File: config.mk
export PLATFORM = sky130hd
export DESIGN_NAME = blk_cdd90a
export DESIGN_NICKNAME = d
export VERILOG_FILES = /design/src/rtl/blk_cdd90a.sv
export SDC_FILE = /design/constraint.sdc
export NUM_CORES = 1
export LEC_CHECK = 0
export CAP_MARGIN = 20
export CELL_PAD_IN_SITES_DETAIL_PLACEMENT = 0
export CELL_PAD_IN_SITES_GLOBAL_PLACEMENT = 1
export CORE_MARGIN = 4
export CORE_UTILIZATION = 36
export CTS_CLUSTER_DIAMETER = 120
export DETAILED_ROUTE_END_ITERATION = 16
export PLACE_DENSITY_LB_ADDON = 0.08
export SLEW_MARGIN = 10
export SYNTH_ARGS = -nofsm -noshare
export SYNTH_HDL_FRONTEND = slang
export SYNTH_SLANG_ARGS = --single-unit
File: constraint.sdc
create_clock -name tx_aclk -period 5.3 [get_ports tx_aclk]
set_input_delay 1.06 -clock tx_aclk [delete_from_list [all_inputs] [get_ports tx_aclk]]
set_output_delay 1.06 -clock tx_aclk [all_outputs]
set_load 0.03 [all_outputs]
File: src/rtl/blk_cdd90a.sv
// Read side of a generic CDC FIFO: pulls entries from a synchronous-read memory into a 2-entry
// skid buffer feeding an AXI4-Stream master. Optional level outputs: LOGIC_CDC_READ_LEVEL_EN.
module blk_cdd90a #(
    parameter int unsigned DATA_WIDTH    = 1,
    parameter int unsigned ADDRESS_WIDTH = 3,
    parameter int unsigned ALMOST_EMPTY  = 2
) (
    input  logic                    tx_aclk,
    input  logic                    tx_areset_n,
    output logic                    tx_tvalid,
    output logic [DATA_WIDTH-1:0]   tx_tdata,
    input  logic                    tx_tready,
    output logic                    read_enable,
    output logic [ADDRESS_WIDTH:0]  read_pointer,
    input  logic [DATA_WIDTH-1:0]   read_data,
    input  logic [ADDRESS_WIDTH:0]  write_pointer_synced,
    output logic [ADDRESS_WIDTH:0]  tx_level,
    output logic                    tx_almost_empty
);

    localparam int unsigned PtrW = ADDRESS_WIDTH + 1;

    if (DATA_WIDTH < 1) begin : gen_drc_data_width
        $error("DATA_WIDTH must be >= 1");
    end
    if (ADDRESS_WIDTH < 2) begin : gen_drc_address_width
        $error("ADDRESS_WIDTH must be >= 2");
    end
    if (ALMOST_EMPTY >= (1 << ADDRESS_WIDTH)) begin : gen_drc_almost_empty
        $error("ALMOST_EMPTY must be < 2**ADDRESS_WIDTH");
    end

    typedef enum logic [1:0] {
        StOutEmpty = 2'd0,
        StOutOne   = 2'd1,
        StOutTwo   = 2'd2
    } out_state_e;

    out_state_e            state_q, state_d;
    logic [PtrW-1:0]       rd_ptr_q, rd_ptr_d;
    logic                  inflight_q;
    logic                  run_q;
    logic [DATA_WIDTH-1:0] entry0_q, entry0_d;
    logic [DATA_WIDTH-1:0] entry1_q, entry1_d;

    logic [PtrW-1:0] occupancy;
    logic            empty;
    logic            pop;
    logic            capture;
    logic [1:0]      stored;
    logic [2:0]      demand;

    // Pointer difference modulo 2**PtrW; the extra MSB tells full from empty.
    assign occupancy = write_pointer_synced - rd_ptr_q;
    assign empty     = (occupancy == '0);
    assign capture   = inflight_q;
    assign pop       = tx_tvalid & tx_tready;

    // Entries already held or on their way, after this cycle's pop, must leave room for one more.
    assign demand      = {1'b0, stored} + {2'b00, inflight_q} - {2'b00, pop};
    assign read_enable = run_q & ~empty & (demand < 3'd2);

    assign rd_ptr_d     = rd_ptr_q + {{ADDRESS_WIDTH{1'b0}}, read_enable};
    assign read_pointer = rd_ptr_q;

    // run_q holds reads off until the first clock edge after reset release.
    always_ff @(posedge tx_aclk or negedge tx_areset_n) begin
        if (!tx_areset_n) begin
            rd_ptr_q   <= '0;
            inflight_q <= 1'b0;
            run_q      <= 1'b0;
        end else begin
            rd_ptr_q   <= rd_ptr_d;
            inflight_q <= read_enable;
            run_q      <= 1'b1;
        end
    end

    always_ff @(posedge tx_aclk or negedge tx_areset_n) begin
        if (!tx_areset_n) begin
            state_q <= StOutEmpty;
        end else begin
            state_q <= state_d;
        end
    end

    always_comb begin
        state_d = state_q;
        case (state_q)
            StOutEmpty: if (capture) state_d = StOutOne;
            StOutOne: begin
                if (capture && !pop) begin
                    state_d = StOutTwo;
                end else if (!capture && pop) begin
                    state_d = StOutEmpty;
                end
            end
            StOutTwo:   if (pop) state_d = StOutOne;
            default:    state_d = StOutEmpty;
        endcase
    end

    always_comb begin
        tx_tvalid = 1'b0;
        stored    = 2'd0;
        case (state_q)
            StOutOne: begin
                tx_tvalid = 1'b1;
                stored    = 2'd1;
            end
            StOutTwo: begin
                tx_tvalid = 1'b1;
                stored    = 2'd2;
            end
            default: begin
                tx_tvalid = 1'b0;
                stored    = 2'd0;
            end
        endcase
    end

    // entry0 is always the oldest entry; entry1 only fills when entry0 is stalled.
    always_comb begin
        entry0_d = entry0_q;
        entry1_d = entry1_q;
        case (state_q)
            StOutEmpty: if (capture) entry0_d = read_data;
            StOutOne: begin
                if (capture && pop) begin
                    entry0_d = read_data;
                end else if (capture) begin
                    entry1_d = read_data;
                end
            end
            StOutTwo:   if (pop) entry0_d = entry1_q;
            default:    entry0_d = entry0_q;
        endcase
    end

    always_ff @(posedge tx_aclk) begin
        entry0_q <= entry0_d;
        entry1_q <= entry1_d;
    end

    assign tx_tdata = entry0_q;

`ifdef LOGIC_CDC_READ_LEVEL_EN
    localparam logic [PtrW-1:0] AlmostEmptyThr = PtrW'(ALMOST_EMPTY);

    logic [PtrW-1:0] level_q;
    logic            almost_empty_q;

    always_ff @(posedge tx_aclk or negedge tx_areset_n) begin
        if (!tx_areset_n) begin
            level_q        <= '0;
            almost_empty_q <= 1'b1;
        end else begin
            level_q        <= occupancy;
            almost_empty_q <= (occupancy <= AlmostEmptyThr);
        end
    end

    assign tx_level        = level_q;
    assign tx_almost_empty = almost_empty_q;
`else
    assign tx_level        = '0;
    assign tx_almost_empty = 1'b0;
`endif

endmodule

# After elaboration in Yosys (flattened, before gate mapping)
# Index checks and enable logic that the tools add are counted.
[totals]
latchBits = 0
rom_bits = 0
mem_count = 0
mem_bits_rw = 0
output_inout_bits = 12
regBits = 10
[classes]
n_div = 0
n_lt_le_gt_ge = 1
shifts = 0
bitwise = 5
mux = 11
n_addsub = 4
n_reduce_logical = 12
multipliers = 0
n_eq_ne = 6
[ops]
columns = ["cell", "count"]
rows = [
  ["2-bit two-way mux", 4],
  ["2-bit != test (second input constant)", 3],
  ["2-bit case mux with 3 select lines", 1],
  ["3-bit AND reduction", 2],
  ["4-bit by 1-bit adder with 4-bit output", 1],
  ["4-bit zero test", 1],
  ["1-bit two-way mux", 4],
  ["2-bit case mux with 2 select lines", 1],
  ["4-bit AND reduction", 1],
  ["4-bit subtractor", 1],
  ["2-bit by 1-bit adder with 3-bit output", 1],
  ["1-bit bitwise AND", 3],
  ["1-bit logical AND", 3],
  ["3-bit by 2-bit < comparator with 1-bit output (second input constant)", 1],
  ["3-bit != test (second input constant)", 1],
  ["1-bit case mux with 3 select lines", 1],
  ["3-bit nonzero test", 1],
  ["3-bit by 1-bit subtractor with 3-bit output", 1],
  ["2-bit by 1-bit == test with 1-bit output (second input constant)", 1],
  ["2-bit == test (second input constant)", 1],
  ["1-bit zero test", 2],
  ["2-bit zero test", 1],
  ["1-bit inverter", 2],
  ["2-bit OR reduction", 1],
]

# Logic depth before layout (Yosys ltp)
# Gate-level depths: netlist of the first run.
[logic_depth]
ltp_word = 8
mapped_depth = 9

# Worst setup path after synthesis of the first run
# Ideal clock, no wire load.
[synth_path]
kind = "in2out"
from = "input write_pointer_synced[2]"
to = "output read_enable"
path_stages = 5
required_ps = 4240
arrival_time_ps = 2109
path_slack_ps = 2131
cell_sequence = "ha_1 -> a21oi_1 -> nand2_1 -> xnor2_1 -> o311a_1"
[synth_between]
elab_chain_cells = 5
[synth_lines]
columns = ["element", "line_no", "source"]
rows = [
  ["start, declared", "16", "input logic [ADDRESS_WIDTH:0] write_pointer_synced,"],
  ["4-bit subtractor", "54", "assign occupancy = write_pointer_synced - rd_ptr_q;"],
  ["4-bit zero test", "55", "assign empty = (occupancy == '0);"],
  ["1-bit inverter", "61", "assign read_enable = run_q & ~empty & (demand < 3'd2);"],
  ["1-bit bitwise AND (2 in a row)", "61", ""],
  ["end, declared", "13", "output logic read_enable,"],
]
# No other way between the ends.

# Worst setup path after layout of the first run
# Ends and elaborated chain as after synthesis.

==> run_results.csv, run 1 <==
group,metric,value,unit
placement,pre_cts_slack,1150,ps
timing,hold_viol,0,
synth,synthFlopType,"dfrtp_1",
detailed_routing,drtIter0Drc,5,
timing,setup_viol,0,
setup_path,startpoint_type,"input port",
setup_path,end_kind,"output pin",
timing,clock_skew,3.29,ps
synth,syn_area,644,um2
timing,layout_min_cycle_time,4140,ps
global_routing,grt_max_degree,9,
setup_path,cp_cell_sequence,"clkdlybuf4s50_1, ha_1, a21oi_1, nand2_1, xnor2_1, o311a_1, clkdlybuf4s50_1",
cells_and_area,stdcell_area,830,um2
setup_path,crit_type,"input port to output pin",
setup_path,max_stage_delay,610,ps
clock_network,h-tree-depth,1,
synth,ys_seq_area_share,40.4,%
timing,setup_tns,0,ps
global_routing,gr-total-overflow,0,
global_routing,grt_usage,9.61,%
cells_and_area,drive_above_1_share,7.69,%
die,ios,20,
global_routing,grt_first_pass_wirelength,1770,um
die,start_util,37.7,%
cells_and_area,syn2layout_area_growth,28.7,%
die,design.core.area,1710,um2
placement,placed_area,793,um2
synth,synth_top_area_share,31.1,%
die,dieWidth,50.3,um
detailed_routing,wl_per_cell,10.6,um
power,total_power,505,uW
placement,port_buffers,14,
setup_path,worstPathMaxFanout,3,
power,power.density,609,nW/um2
run_status,status,"completed",
run,cap_violations,0,
timing,slew_violations,0,
synth,synth-edff-count,2,
timing,layout_setup_ws,1160,ps
cells_and_area,finalNetCount,97,
detailed_routing,vias,423,
timing,fin_crit_sh,78.1,%
synth,synth_largest_area_cell,"dfrtp_1",
synth,yosys_warnings,0,
cells_and_area,fill_cells,162,
global_routing,grt_pass1_vias,410,
power,peakVddDrop,219,uV
clock_network,post_cts_resized,0,
clock_network,clk-insertion-delay-late,260,ps
synth,synthCells,61,
synth,synth.avg_cell_area,10.6,um2
cells_and_area,layout.cells.non_filler,103,
clock_network,postCtsHoldBufs,0,
synth,synth_commonest_cells,"ha_1 (10), dfrtp_1 (8), nand2_1 (7)",
detailed_routing,wl,1090,um
timing,worst_hold_slack,535,ps
placement,dpl.hpwl,883,um
die,chipHeight,50.3,um
cells_and_area,num_antenna_cells,0,
hold_path,hold_class,"flip-flop to flip-flop",
detailed_routing,drc,0,
power,leakage,0.389,nW
clock_network,cts_buffers,3,
synth,synth_cell_types,22,
placement,dp_cells,99,
setup_path,path_common_cell,"clkdlybuf4s50_1",
clock_network,clock_path_buffers,2,
clock_network,postCtsSetupBuffers,0,
die,die_area,2530,um2
clock_network,cts_tree,"done",
synth,synthTopCellsByArea,"dfrtp_1 (31%), ha_1 (19%), edfxtp_1 (9.3%), buf_4 (5.8%), xnor2_1 (5.4%)",
clock_network,cts.sinks,10,
timing,grt_setup_unrepaired,"false",
global_routing,antenna_found_initial,0,
clock_network,cts-root-buf,"clkbuf_4",
detailed_routing,firstDrtPassIters,4,
synth,ys_seq_elements,10,
detailed_routing,postRouteAntennaNets,0,
placement,globalplace.congestion,0.727,
setup_path,required,4240,ps
die,num_rows,15,
cells_and_area,final_util,48.6,%
clock_network,clk_pin_slew,70,ps
setup_path,critPathArrivalTime,3080,ps
timing,max_freq,242,MHz
synth,yosysMostFrequentCell,"ha_1",
detailed_routing,via_per_inst,4.11,
synth,synthArstFlopShare,80.0,%
setup_path,worst_path_max_delay_cell,"clkdlybuf4s50_1",
path summary, 6_finish.rpt:
path,start,to,slack [ps],depth (start not counted)
worst max-delay path,write_pointer_synced[2],read_enable,1160,7
worst min-delay path,read_pointer[3],read_pointer[3],530,1
worst max register to register,read_pointer[2],read_pointer[2],3120,9
worst min register to register,read_pointer[3],read_pointer[3],530,1
max in group asynchronous,tx_areset_n,run_q,3970,1
min in group asynchronous,tx_areset_n,capture,1070,1
cells by family (layout without fill, tap and decap cells):
| family | after synthesis | in the layout | synth area share (%) |
|---|---|---|---|
| AND/OR/NAND/NOR | 16 | 16 | 12.2 |
| adder cells (fa/ha/maj) | 10 | 10 | 19.4 |
| flip-flops | 10 | 10 | 40.4 |
| buffers and inverters | 10 | 23 | 8.74 |
| XOR/XNOR | 6 | 6 | 8.16 |
| AO/OA/AOI/OAI | 4 | 4 | 4.85 |
| multiplexers | 3 | 3 | 5.05 |
| other | 2 | 6 | 1.17 |
report_power, final:
part	internal, mW	leakage (nW)	total (mW)	switching [mW]
combinational	0.133	0.253	0.295	0.162
sequential	0.113	0.115	0.143	0.0294
clock	0.0416	0.0210	0.0672	0.0256
total	0.288	0.389	0.505	0.217
worst max-delay path, delay by kind of cell:
kind | cells | cell delay (ps)
buffers and inverters | 2 | 1010
AOI/OAI and AO/OA | 2 | 490
adders and majority gates | 1 | 320
and+or+nand+nor | 1 | 80
xor gates and xnor gates | 1 | 120
final cells by class:
cell class	instances	area, um2	share of cell area, %
Multi-Input combinational cell	45	343	41.3
Sequential cell	10	260	31.4
Timing Repair Buffer	14	140	16.9
Clock buffer	4	36.3	4.37
Tap cell	25	31.3	3.77
Inverter	5	18.8	2.26
layer usage:
metal	wire [um]	track usage, %
met1	565	12.6
met2	471	13.5
met3	38	5.34
met4	12	2.69
met5	0	0
layout by cell type (no fill, tap or decap):
| cell | n |
|---|---|
| mux2_2 | 2 |
| nand2b_1 | 2 |
| mux2i_1 | 1 |
| xnor2_1 | 4 |
| nand3b_1 | 1 |
| inv_1 | 5 |
| or2_0 | 1 |
| nor2b_1 | 1 |
| and2_1 | 1 |
| xor2_1 | 2 |
| dfrtp_1 | 8 |
| nand2_1 | 7 |
| o311a_1 | 1 |
| conb_1 | 6 |
| edfxtp_1 | 2 |
| a21oi_1 | 1 |
| nor2_1 | 1 |
| nand3_1 | 2 |
| clkdlybuf4s50_1 | 14 |
| clkbuf_4 | 3 |
| o31ai_1 | 1 |
| ha_1 | 10 |
| clkbuf_8 | 1 |
| o32ai_1 | 1 |
state kept, by name (all words and copies together), names as in the netlist:
| signal | count |
|---|---|
| read_pointer | 4 |
| capture | 1 |
| entry1_q | 1 |
| run_q | 1 |
| tx_tdata | 1 |
| state_q | 2 |
Power figures use the tool's default switching activity.
==> run 2: changes to the inputs <==
--- a/config.mk
+++ b/config.mk
@@ -8,8 +8,9 @@
 export CAP_MARGIN = 20
 export CELL_PAD_IN_SITES_DETAIL_PLACEMENT = 0
 export CELL_PAD_IN_SITES_GLOBAL_PLACEMENT = 1
+export CORE_ASPECT_RATIO = 1.5
 export CORE_MARGIN = 4
-export CORE_UTILIZATION = 36
+export CORE_UTILIZATION = 33
 export CTS_CLUSTER_DIAMETER = 120
 export DETAILED_ROUTE_END_ITERATION = 16
 export PLACE_DENSITY_LB_ADDON = 0.08
==> constraint.sdc (replaced) <==
create_clock -name tx_aclk -period 3.9 [get_ports tx_aclk]
set_input_delay 0.78 -clock tx_aclk [delete_from_list [all_inputs] [get_ports tx_aclk]]
set_output_delay 0.78 -clock tx_aclk [all_outputs]
set_load 0.03 [all_outputs]
==> run 2 against run 1 <==
Via count is 5.7% higher. Sequential cell count stayed put. Cell count is 3.9% lower. Combinational power increased by 36%. Global-route usage increased by 0.092 points. Cell area down 1.8%. Setup slack got worse by 820 ps. Largest cell class unchanged. Highest routed layer unchanged.
==> run_results.csv, run 2 (same netlist as run 1, synthesis figures left out) <==
group,metric,value,unit
run_status,status,"completed",
cells_and_area,syn2layout_area_growth,26.4,%
clock_network,cts-root-buf,"clkbuf_4",
timing,clock_skew,15.6,ps
hold_path,hold_start,"read_pointer[3]",
power,total_power,668,uW
clock_network,clk-insertion-delay-late,260,ps
die,design.core.area,1850,um2
timing,hold_viol,0,
clock_network,post_cts_resized,0,
cells_and_area,num_antenna_cells,0,
cells_and_area,layout_commonest_cell,"clkdlybuf4s50_1",
setup_path,worstPathMaxFanout,3,
timing,max_freq,281,MHz
clock_network,cts_tree,"done",
global_routing,gr-total-overflow,0,
power,peakVddDrop,350,uV
setup_path,max_stage_delay,610,ps
global_routing,grt_first_pass_wirelength,1890,um
timing,layout_min_cycle_time,3560,ps
die,num_rows,19,
clock_network,cts.sinks,10,
clock_network,clock_path_buffers,2,
clock_network,clk_pin_slew,60,ps
die,start_util,34.8,%
detailed_routing,via_per_inst,4.52,
die,ios,20,
detailed_routing,firstDrtPassIters,2,
global_routing,grt_max_degree,9,
setup_path,end_kind,"output pin",
cells_and_area,drive_above_1_share,6.41,%
power,power.density,820,nW/um2
setup_path,cp_cell_sequence,"clkdlybuf4s50_1, ha_1, a21oi_1, nand2_1, xnor2_1, o311a_1, clkdlybuf4s50_1",
setup_path,critPathTopFamily,"buffers and inverters",
run,cap_violations,0,
setup_path,path_buf_inv,2,
timing,setup_viol,0,
setup_path,ff2ff_setup_slack,1740,ps
placement,dpl.hpwl,937,um
cells_and_area,fill_cells,188,
global_routing,antenna_found_initial,0,
setup_path,r2r-start,"read_pointer[2]",
hold_path,hold_end,"read_pointer[3]",
setup_path,critPathArrivalTime,2780,ps
detailed_routing,drtIter0Drc,5,
setup_path,worstRegToRegCells,9,
detailed_routing,wl,1120,um
setup_path,r2r-end,"read_pointer[2]",
detailed_routing,wl_per_cell,11.4,um
clock_network,postCtsHoldBufs,0,
timing,grt_setup_unrepaired,"false",
setup_path,cp.depth,7,
setup_path,startpoint_type,"input port",
timing,fin_crit_sh,91.2,%
cells_and_area,finalNetCount,97,
placement,placed_area,788,um2
global_routing,grt_pass1_vias,471,
cells_and_area,stdcell_area,815,um2
power,leakage,0.383,nW
detailed_routing,postRouteAntennaNets,0,
cells_and_area,largest_reg_flops,4,
detailed_routing,vias,447,
timing,setup_tns,0,ps
hold_path,hold_depth,1,
timing,slew_violations,0,
setup_path,crit_type,"input port to output pin",
die,dieWidth,44.1,um
clock_network,cts_buffers,3,
cells_and_area,final_cell_mix,"clkdlybuf4s50_1 (14), ha_1 (10), dfrtp_1 (8), nand2_1 (7), conb_1 (6)",
die,chipHeight,62.1,um
clock_network,h-tree-depth,1,
placement,port_buffers,14,
die,die_area,2740,um2
hold_path,hold_class,"flip-flop to flip-flop",
placement,globalplace.congestion,0.691,
setup_path,worst_path_max_delay_cell,"clkdlybuf4s50_1",
setup_path,required,3120,ps
detailed_routing,drc,0,
global_routing,grt_usage,9.70,%
clock_network,postCtsSetupBuffers,0,
setup_path,path_common_cell,"clkdlybuf4s50_1",
-- run 2: routing by layer --
metal	global-route usage (%)	part of all wire (%)	vias up	wire length (um)
met5	0	0	-	0
met2	14.4	54	14	602
met3	2.31	5.7	2	64
li1	-	-	227	-
met1	10.0	38	204	432
met4	10.6	2.1	0	24
-- run 2: worst register-to-register path: cells and delay by family, from the launching register on --
family | cells | cell delay [ps]
AOI/OAI and AO/OA | 2 | 480
and+or+nand+nor | 1 | 80
buffers and inverters | 1 | 80
xor gates and xnor gates | 2 | 260
adders and majority gates | 3 | 750
DFF | 1 | 400
-- run 2: final cells by class --
cell class                 instances  area [um2]  area share, %
multi-input combinational         45         343           42.1
clock buffer                       4        26.3           3.23
inverter                           5        18.8           2.30
sequential                        10         260           32.0
timing repair buffer              14         140           17.2
tap                               21        26.3           3.23
-- run 2: worst max-delay path by stage --
stage / startpoint / to
finish: write_pointer_synced[2] / read_enable
global route: write_pointer_synced[2] / read_enable
CTS: write_pointer_synced[2] / read_enable
detailed placement: write_pointer_synced[2] / read_enable
global placement: write_pointer_synced[2] / read_enable
floorplan: write_pointer_synced[2] / read_enable
-- run 2: per-stage QoR --
| stage | worst slack [ps] | hold WS (ps) | util, % | instances |
|---|---|---|---|---|
| 2_1_floorplan | 1290 | 484 | - | 65 |
| 3_3_place_gp | 344 | 512 | 42.5 | 95 |
| 3_5_place_dp | 338 | 513 | 42.5 | 95 |
| 4_1_cts | 337 | 527 | 43.9 | 99 |
| 5_1_grt | 260 | 562 | 43.9 | 99 |
| 6_report | 344 | 525 | 43.9 | 99 |
-- run 2: power by group --
| part | internal [mW] | leakage [nW] | switching, mW |
|---|---|---|---|
| Combinational | 0.181 | 0.253 | 0.221 |
| Clock | 0.0393 | 0.0150 | 0.0341 |
| Sequential | 0.154 | 0.115 | 0.0390 |
